$ cat src/rtl/uart_rx_fifo.sv
// Receive-side byte buffer between the UART receiver and the host.
// Circular buffer with show-ahead valid/ready read port and sticky overflow flag.
module uart_rx_fifo #(
   parameter int DATA_WIDTH = 8,
   parameter int DEPTH      = 8,
   parameter int ADDR_WIDTH = $clog2(DEPTH)
) (
   input  logic                  CLK,
   input  logic                  RST,
   input  logic [DATA_WIDTH-1:0] P_DATA,
   input  logic                  data_valid,
   output logic [DATA_WIDTH-1:0] RD_DATA,
   output logic                  RD_VALID,
   input  logic                  RD_READY,
   output logic [ADDR_WIDTH:0]   COUNT,
   output logic                  FULL,
   output logic                  EMPTY,
   output logic                  OVERFLOW,
   input  logic                  OVF_CLR
);

   localparam logic [ADDR_WIDTH:0] FULL_COUNT = (ADDR_WIDTH+1)'(DEPTH);

   logic [DATA_WIDTH-1:0] mem [DEPTH];
   logic [ADDR_WIDTH:0]   wr_ptr;
   logic [ADDR_WIDTH:0]   rd_ptr;
   logic                  push;
   logic                  pop;
   logic                  drop;

   // Extra wrap bit on each pointer lets full and empty be told apart.
   assign COUNT    = wr_ptr - rd_ptr;
   assign EMPTY    = (wr_ptr == rd_ptr);
   assign FULL     = (COUNT == FULL_COUNT);
   assign RD_VALID = !EMPTY;
   assign RD_DATA  = EMPTY ? '0 : mem[rd_ptr[ADDR_WIDTH-1:0]];

   // A pop in the same cycle frees the slot, so a full buffer still accepts.
   assign pop  = RD_VALID && RD_READY;
   assign push = data_valid && (!FULL || pop);
   assign drop = data_valid && FULL && !pop;

   always_ff @(posedge CLK) begin
      if (push) begin
         mem[wr_ptr[ADDR_WIDTH-1:0]] <= P_DATA;
      end
   end

   always_ff @(posedge CLK) begin
      if (RST) begin
         wr_ptr   <= '0;
         rd_ptr   <= '0;
         OVERFLOW <= 1'b0;
      end else begin
         if (push) begin
            wr_ptr <= wr_ptr + 1'b1;
         end
         if (pop) begin
            rd_ptr <= rd_ptr + 1'b1;
         end
         if (drop) begin
            OVERFLOW <= 1'b1;
         end else if (OVF_CLR) begin
            OVERFLOW <= 1'b0;
         end
      end
   end

endmodule

$ cat config.mk
export PLATFORM = sky130hd
export DESIGN_NAME = uart_rx_fifo
export DESIGN_NICKNAME = d
export VERILOG_FILES = /design/src/rtl/uart_rx_fifo.sv
export SDC_FILE = /design/constraint.sdc
export NUM_CORES = 1
export LEC_CHECK = 0
export CORE_UTILIZATION = 45
export CTS_CLUSTER_SIZE = 14
export DETAILED_ROUTE_END_ITERATION = 10
export PLACE_DENSITY = 0.65
export SLEW_MARGIN = 20
export SYNTH_ARGS = -nofsm -noshare
export SYNTH_HDL_FRONTEND = slang
export SYNTH_SLANG_ARGS = --single-unit
export TNS_END_PERCENT = 5
$ cat constraint.sdc
create_clock -name CLK -period 3.15 [get_ports CLK]
set_clock_uncertainty 0.05 [all_clocks]
set_input_delay 0.315 -clock CLK [delete_from_list [all_inputs] [get_ports CLK]]
set_output_delay 0.315 -clock CLK [all_outputs]
set_load 0.01 [all_outputs]
# Word-level counts from Yosys, hierarchy flattened
# Memories as Yosys holds them, arrays and structs flattened. A register that Yosys moved wholly into a read port is not among the register bits.
# Index checks and enable logic that the tools add are counted.
[classes]
n_bitwise = 0
div_mod_pow = 0
magnitude_cmp = 0
shift = 0
multipliers = 0
n_mux = 7
reduce_logical = 9
addsub = 3
n_eq_ne = 2
[op_table]
columns = ["op", "count"]
rows = [
  ["$add A4 B1 Y4 const B", 2],
  ["$mux W8", 1],
  ["$mux W3", 2],
  ["$eq A4 B4 Y1", 1],
  ["$eq A4 B4 Y1 const B", 1],
  ["$logic_and A1 B1 Y1", 4],
  ["$mux W1", 4],
  ["$sub A4 B4 Y4", 1],
  ["$logic_not A1 Y1", 3],
  ["$reduce_bool A2 Y1", 1],
  ["$logic_or A1 B1 Y1", 1],
]
[totals]
ram_bits = 64
latch_bits = 0
out_inout_bits = 16
mem_count = 1
input_bits = 13
mem_bits_ro = 0
elab_cells = 25
regBits = 9
[memory_table]
columns = ["memory", "depth", "width", "rd", "rd_ports_with_merged_regs", "wr", "line_no", "text"]
rows = [
  ["mem", 8, 8, 1, 1, 1, "24", "logic [DATA_WIDTH-1:0] mem [DEPTH];"],
]

# Logic depth before layout (Yosys ltp)
# Gate-level depths: netlist of run 1.
[depth]
word_depth = 7
ltp_mapped = 8
ltp_nobuf = 8

# Worst setup path after synthesis of run 1
# Ideal clock, no wire load.
[synth_timing]
path_type = "register to register"
startpoint = "register wr_ptr[0]"
endpoint = "memory mem[2][0], enable pin"
setup_slack_ps = 300
path_stages_with_launch = 9
path_buffers = 0
required_time_ps = 2717
setup_time_ps = 383
period_less_slack_ps = 2850
arrival_ps = 2417
cell_sequence = "dfxtp_1 inv_1 ha_1 fa_1 xor2_1 nand3_1 o41ai_4 or2_2 nor3_1"
[synth_via]
elab_chain_len = 7
elab_cells_between_ends = 10
cone_classes = "1 x add/sub; 2 x eq/ne; 2 x mux; 5 x reduce/logical"
[synth_rtl]
columns = ["element", "line_no", "text"]
rows = [
  ["from (decl)", "25", "logic [ADDR_WIDTH:0] wr_ptr;"],
  ["from (signal assigned)", "56", "wr_ptr <= wr_ptr + 1'b1;"],
  ["$sub A4 B4 Y4 or $eq A4 B4 Y1 (tied branches)", "32, 33", ""],
  ["$eq A4 B4 Y1 or $logic_not A1 Y1 (tied branches)", "34, 35", ""],
  ["$logic_not A1 Y1 or $logic_and A1 B1 Y1 (tied branches)", "40, 39", ""],
  ["$logic_or A1 B1 Y1", "40", "assign push = data_valid && (!FULL || pop);"],
  ["$logic_and A1 B1 Y1", "40", ""],
  ["$mux W1", "44", "if (push) begin"],
  ["$mux W1 (not written as such)", "45", "mem[wr_ptr[ADDR_WIDTH-1:0]] <= P_DATA;"],
  ["to (decl)", "24", ""],
]
# Several ways; a longest one is shown, not always the timed one.

# Worst setup path in the final report of run 1
[layout_timing]
startpoint = "register wr_ptr[0]"
endpoint = "output FULL"
[layout_via]
elab_chain_len = 2
[layout_rtl]
columns = ["element", "line_no", "text"]
rows = [
  ["$sub A4 B4 Y4", "32", "assign COUNT = wr_ptr - rd_ptr;"],
  ["$eq A4 B4 Y1", "34", "assign FULL = (COUNT == FULL_COUNT);"],
  ["to (decl)", "16", "output logic FULL,"],
]
# Every way passes these cells.

==> results of run 1 <==
## state kept, by name, summed over array words and instances, names as in the netlist, named ones only
| signal | cells |
|---|---|
| rd_ptr | 4 |
| mem | 64 |
| wr_ptr | 4 |
| OVERFLOW | 1 |
## worst max-delay path, stage by stage (launching register included)
cell and delay, ps:
dfxtp_1 330, inv_1 80, ha_1 240, fa_1 380
xor2_1 210, nand3_1 170, nor3_1 300, clkdlybuf4s50_1 610
## layout make-up
cell class                      instances  area [um2]
Clock inverter                          4        20.0
Inverter                                9        33.8
Multi-Input combinational cell         90         882
Tap cell                               77        96.3
Sequential cell                        76        2160
Clock buffer                            9         124
Fill cell                             500        2820
Timing Repair Buffer                   38         355
## metrics by stage
stage / std cells / power, W
2_1_floorplan: 181 / 0.00179
3_3_place_gp: 290 / 0.00222
3_5_place_dp: 290 / 0.00225
4_1_cts: 303 / 0.00283
5_1_grt: 303 / 0.00294
6_report: 303 / 0.00280
## kinds of logic after synthesis
family                     after synthesis
AOI/OAI and AO/OA                       10
xor gates and xnor gates                 6
adders and majority gates                6
buffers and inverters                   15
DFF                                     76
muxes                                   25
and+or+nand+nor                         43
## per-layer routing
metal	GRT usage (%)	up-vias	part of all wire [%]
met5	0	-	0
met4	11.7	0	2.2
met3	3.40	11	3.7
met2	31.6	39	53
met1	21.7	843	41
li1	-	770	-
## cell usage after synthesis
master     n
a21oi_1    5
a21oi_2    1
and3_1     1
buf_1      3
buf_2      2
clkbuf_1   1
clkinv_1   1
dfxtp_1   12
edfxtp_1  64
fa_1       1
ha_1       5
inv_1      8
mux2i_1    9
mux4_2    16
nand2_1    3
nand2b_1   3
nand3_1    3
nand3b_1   2
nand4_1    1
nor2_1    23
nor3_1     3
o21a_2     1
o21ai_0    2
o41ai_4    1
or2_2      2
or3_1      2
xnor2_1    3
xor2_1     2
xor2_2     1
## worst paths after layout
path	endpoint	slack, ps	cells past startpoint
worst max-delay path	FULL	130	7
worst max register to register	mem[6][0]$_DFFE_PP_	190	9
worst min register to register	OVERFLOW$_SDFFE_PP0P_	420	2
worst min-delay path	OVERFLOW$_SDFFE_PP0P_	420	2
## power by group through the flow
| stage | registers [W] | clock network, W | logic [W] |
|---|---|---|---|
| 6_report | 0.00122 | 0.000587 | 0.000989 |
| 3_5_place_dp | 0.00125 | 0 | 0.000998 |
| 5_1_grt | 0.00123 | 0.000641 | 0.00107 |
| 4_1_cts | 0.00123 | 0.000603 | 0.00100 |
| 2_1_floorplan | 0.00124 | 0 | 0.000544 |
| 3_3_place_gp | 0.00124 | 0 | 0.000972 |
## placed cells by master, fill, tap and decap left out, types with 2 or more instances in the layout
master | Yosys | layout
edfxtp_1 | 64 | 64
clkdlybuf4s50_1 | 0 | 28
nor2_1 | 23 | 23
mux4_2 | 16 | 16
dfxtp_1 | 12 | 12
buf_4 | 0 | 10
mux2i_1 | 9 | 9
clkbuf_8 | 0 | 9
inv_1 | 8 | 8
a21oi_1 | 5 | 5
ha_1 | 5 | 5
nand3_1 | 3 | 3
clkinv_1 | 1 | 3
nand2_1 | 3 | 3
nand2b_1 | 3 | 3
xnor2_1 | 3 | 3
nand3b_1 | 2 | 2
xor2_1 | 2 | 2
or2_2 | 2 | 2
nor3_2 | 0 | 2
o21ai_0 | 2 | 2
or3_1 | 2 | 2
==> run_results.csv, run 1 <==
group,metric,value,unit
status,status,"finished with violations",
status,violations,"design-rule violations",
final_layout,n_antenna_cell,0,
synth,synth-adder-area-share,2.67,%
final_layout,final_core_util,56.6,%
setup_path,required,2780,ps
placed_design,gp_congestion,0.881,
sta,fin_crit,3020,ps
power_and_ir_drop,leakage,1.21,nW
sta,final-setup-viol-count,0,
synth,yosys-mux-area-fraction,14.6,%
final_layout,finalNetCount,243,
synth,synth_area_leaders,"edfxtp_1 62%, mux4_2 12%, dfxtp_1 7.8%, mux2i_1 2.9%, nor2_1 2.8%",
floorplanning,coreArea,6490,um2
job,maxCapViolCount,0,
global_routing,track_usage,18.5,%
worst_hold_path,hold_class,"reg -> reg",
setup_path,critPathLaunch,"wr_ptr[0]$_SDFFE_PP0P_",
synth,ys_types,29,
sta,tns,0,ps
synth,ys_ff_latch,76,
power_and_ir_drop,power_density,762,nW/um2
sta,fin_crit_sh,95.8,%
placed_design,dp_hpwl,4140,um
synth,yosys.area_share.simple,6.43,%
sta,maxSlewHeadroom,43.7,%
power_and_ir_drop,peakVddDrop,626,uV
sta,timing.fmax,331,MHz
drt,drt-wirelength-per-cell,19.7,um
clock_network,cts_root_buf,"clkbuf_8",
floorplanning,die_h,84.9,um
worst_hold_path,worstHoldStart,"OVERFLOW$_SDFFE_PP0P_",
power_and_ir_drop,p_clk_share,21.0,%
sta,slew_violations,0,
clock_network,holdBufCountCts,0,
setup_path,r2r_start,"wr_ptr[0]$_SDFFE_PP0P_",
drt,drt_iter0_markers,78,
drt,drtAntennaViolNets,0,
clock_network,cts_htree_levels,3,
synth,synth-xor-area-share,1.94,%
power_and_ir_drop,p_int,0.00195,W
setup_path,critPathLaunchType,"register",
placed_design,dpl_cell_area,3520,um2
synth,syn_area,3090,um2
drt,viasPerCell,5.49,
global_routing,grt_pass1_vias,1791,
sta,rsz0062_at_grt,"false",
global_routing,grt_pass1_wl,9330,um
floorplanning,ioPinCount,29,
final_layout,drive_above_1_share,19.9,%
synth,synth_cells,181,
synth,avgSynthCellArea,17.1,um2
synth,ys_warn_count,0,
sta,hold_viol_final,0,
setup_path,critPathMaxFanout,3,
drt,firstDrtPassIters,7,
drt,vias,1663,
placed_design,dp_slack,110,ps
final_layout,finalInstanceArea,3670,um2
floorplanning,row_count,29,
sta,timing.final.ws_setup,132,ps
synth,synth_top_area_share,62.1,%
clock_network,cts_made_buffers,9,
clock_network,cts_setup_buffers,0,
clock_network,cts_tree,"done",
global_routing,overflow,0,
synth,synth_nets,200,
global_routing,grt_max_degree,17,
synth,yosysTopAreaCell,"edfxtp_1",
drt,wl,5960,um
floorplanning,die-area,7210,um2
floorplanning,start_util,47.6,%
clock_network,clock_sinks,76,
synth,yosysSeqAreaShare,69.9,%
sta,max_slew.worst_pin.slew,842,ps
global_routing,antenna_found_initial,0,
clock_network,cts.repair.resized,0,
clock_network,clk_latency,340,ps
power_and_ir_drop,seqPwrFrac,43.7,%
power_and_ir_drop,power.switching,0.000845,W
setup_path,end_kind,"primary output",
setup_path,path_class,"reg -> out",
placed_design,place.port_buffers,28,
power_and_ir_drop,switching_share,30.2,%
clock_network,clk_pin_slew,70,ps
clock_network,clock_path_buffers,2,
synth,synth_compound_area_share,2.59,%
final_layout,area_delta_synth_final,18.8,%
power_and_ir_drop,power_frac_comb,35.3,%
floorplanning,die_x,84.9,um
sta,hold_ws,424,ps
setup_path,worstPathArrival,2650,ps
drt,drc_errors,1,
synth,synth_top_family_by_area,"multiplexers",
Note: power is estimated with default switching activity, not from simulation.
==> inputs of run 2 (changes only) <==
--- a/config.mk
+++ b/config.mk
@@ -8,8 +8,8 @@
 export CORE_UTILIZATION = 45
 export CTS_CLUSTER_SIZE = 14
 export DETAILED_ROUTE_END_ITERATION = 10
+export GPL_TIMING_DRIVEN = 1
 export PLACE_DENSITY = 0.65
-export SLEW_MARGIN = 20
 export SYNTH_ARGS = -nofsm -noshare
 export SYNTH_HDL_FRONTEND = slang
 export SYNTH_SLANG_ARGS = --single-unit
==> constraint.sdc (replaced) <==
create_clock -name CLK -period 2.8 [get_ports CLK]
set_clock_uncertainty 0.05 [all_clocks]
set_input_delay 0.28 -clock CLK [delete_from_list [all_inputs] [get_ports CLK]]
set_output_delay 0.28 -clock CLK [all_outputs]
set_load 0.01 [all_outputs]
==> run_results.csv, run 2 (synthesis results as in run 1) <==
group,metric,value,unit
placed_design,place.port_buffers,28,
clock_network,clock_sinks,76,
setup_path,path_delay_family,"buffers and inverters",
drt,drt_iter0_markers,141,
clock_network,cts_made_buffers,9,
clock_network,clk_pin_slew,80,ps
setup_path,critPathMaxFanout,4,
setup_path,cpMostUsedCell,"buf_4",
sta,hold_ws,427,ps
floorplanning,ioPinCount,29,
setup_path,critPathLaunchType,"register",
global_routing,track_usage,19.3,%
global_routing,antenna_found_initial,0,
global_routing,grt_pass1_vias,1865,
sta,maxSlewHeadroom,53.6,%
worst_hold_path,hold_class,"reg -> reg",
final_layout,layout.cells.non_filler,316,
job,maxCapViolCount,0,
final_layout,largest_reg_flops,64,
floorplanning,coreArea,6490,um2
drt,viasPerCell,5.50,
sta,max_slew.worst_pin.slew,692,ps
sta,hold_viol_final,0,
sta,timing.final.ws_setup,92.7,ps
clock_network,cts_root_buf,"clkbuf_8",
global_routing,overflow,0,
drt,wl,6300,um
power_and_ir_drop,peakVddDrop,821,uV
setup_path,end_kind,"primary output",
power_and_ir_drop,total_power,0.00351,W
setup_path,cp_slowest_stage_delay,560,ps
floorplanning,start_util,47.6,%
final_layout,n_antenna_cell,0,
sta,final-setup-viol-count,0,
power_and_ir_drop,leakage,1.30,nW
sta,slew_violations,0,
floorplanning,die-area,7210,um2
final_layout,drive_above_1_share,28.0,%
setup_path,crit_slowest_cell,"clkdlybuf4s50_1",
clock_network,clock_path_buffers,2,
sta,fin_crit,2710,ps
floorplanning,row_count,29,
drt,firstDrtPassIters,9,
status,status,"finished with violations",
drt,vias,1738,
sta,timing.fmax,369,MHz
setup_path,crit_cells,8,
drt,drtAntennaViolNets,0,
global_routing,grt_pass1_wl,9890,um
floorplanning,die_x,84.9,um
sta,fin_crit_sh,96.7,%
final_layout,area_delta_synth_final,24.8,%
clock_network,cts_htree_levels,3,
final_layout,finalNetCount,253,
placed_design,place_inst,298,
worst_hold_path,min_path_cells,2,
placed_design,dp_hpwl,4240,um
floorplanning,die_h,84.9,um
final_layout,mostFrequentLayoutCells,"64 x edfxtp_1, 27 x clkdlybuf4s50_1, 20 x buf_4, 18 x nor2_1, 16 x mux4_2",
clock_network,holdBufCountCts,0,
status,violations,"design-rule violations",
setup_path,crit_path_cell_trace,"inv_1 -> ha_1 -> a21oi_1 -> buf_4 -> a21oi_2 -> buf_4 -> nor2_1 -> clkdlybuf4s50_1",
placed_design,dp_slack,-161,ps
global_routing,grt_max_degree,17,
drt,drc_errors,2,
setup_path,required,2470,ps
drt,drt-wirelength-per-cell,19.9,um
setup_path,crit_buf_inv,4,
setup_path,path_class,"reg -> out",
final_layout,final_common_cell,"edfxtp_1",
setup_path,worstPathArrival,2380,ps
clock_network,clk_latency,340,ps
placed_design,gp_congestion,0.913,
power_and_ir_drop,power_density,910,nW/um2
clock_network,cts_tree,"done",
setup_path,reg2regPathDepth,8,
-- run 2: layer usage --
| layer | vias up | wire (um) | GRT usage [%] |
|---|---|---|---|
| met5 | - | 0 | 0 |
| met1 | 877 | 2620 | 22.9 |
| li1 | 798 | - | - |
| met2 | 55 | 3290 | 33.0 |
| met4 | 0 | 134 | 9.24 |
| met3 | 8 | 250 | 5.25 |
-- run 2: stage by stage --
stage	TNS (ps)	util, %	instance area, um2
final	0	59.4	3860
after global routing	-6.72	59.4	3860
after floorplan	0	-	3100
after global placement	-273	55.2	3580
after CTS	0	58.9	3820
after detailed placement	-4800	55.2	3580
-- run 2: area by class of cell --
cell class | instances | area, um2
fillers | 476 | 2640
flip-flops and latches | 76 | 2160
multi-input cells | 90 | 918
repair buffers | 48 | 429
clock buffers | 10 | 128
well taps | 77 | 96.3
clock inverters | 6 | 88.8
inverters | 9 | 35.0
-- run 2: worst register-to-register path: cells and delay by family (launching register included) --
kind,cells,cell delay [ps]
fa+ha+maj,2,640
flops,1,330
buf+inv,1,60
simple gates,3,950
compound gates,1,110
xor+xnor,1,180
-- run 2: final timing paths --
kind                                               to                    from  slack, ps
worst min register to register  OVERFLOW$_SDFFE_PP0P_   OVERFLOW$_SDFFE_PP0P_        430
worst min-delay path            OVERFLOW$_SDFFE_PP0P_   OVERFLOW$_SDFFE_PP0P_        430
worst max-delay path                         COUNT[3]  rd_ptr[2]$_SDFFE_PP0N_         90
worst max register to register    mem[3][1]$_DFFE_PP_  wr_ptr[0]$_SDFFE_PP0P_        110
-- run 2: repair_timing --
item	in CTS	in global routing
endpoints found under the setup margin	52	30
gates resized for setup	8	5
pin swaps	0	1
buffers inserted	0	2
-- run 2: power by group --
group	switching (W)	internal [W]
registers	0.0000453	0.00134
logic	0.000595	0.000632
clock network	0.000395	0.000502
total	0.00104	0.00248
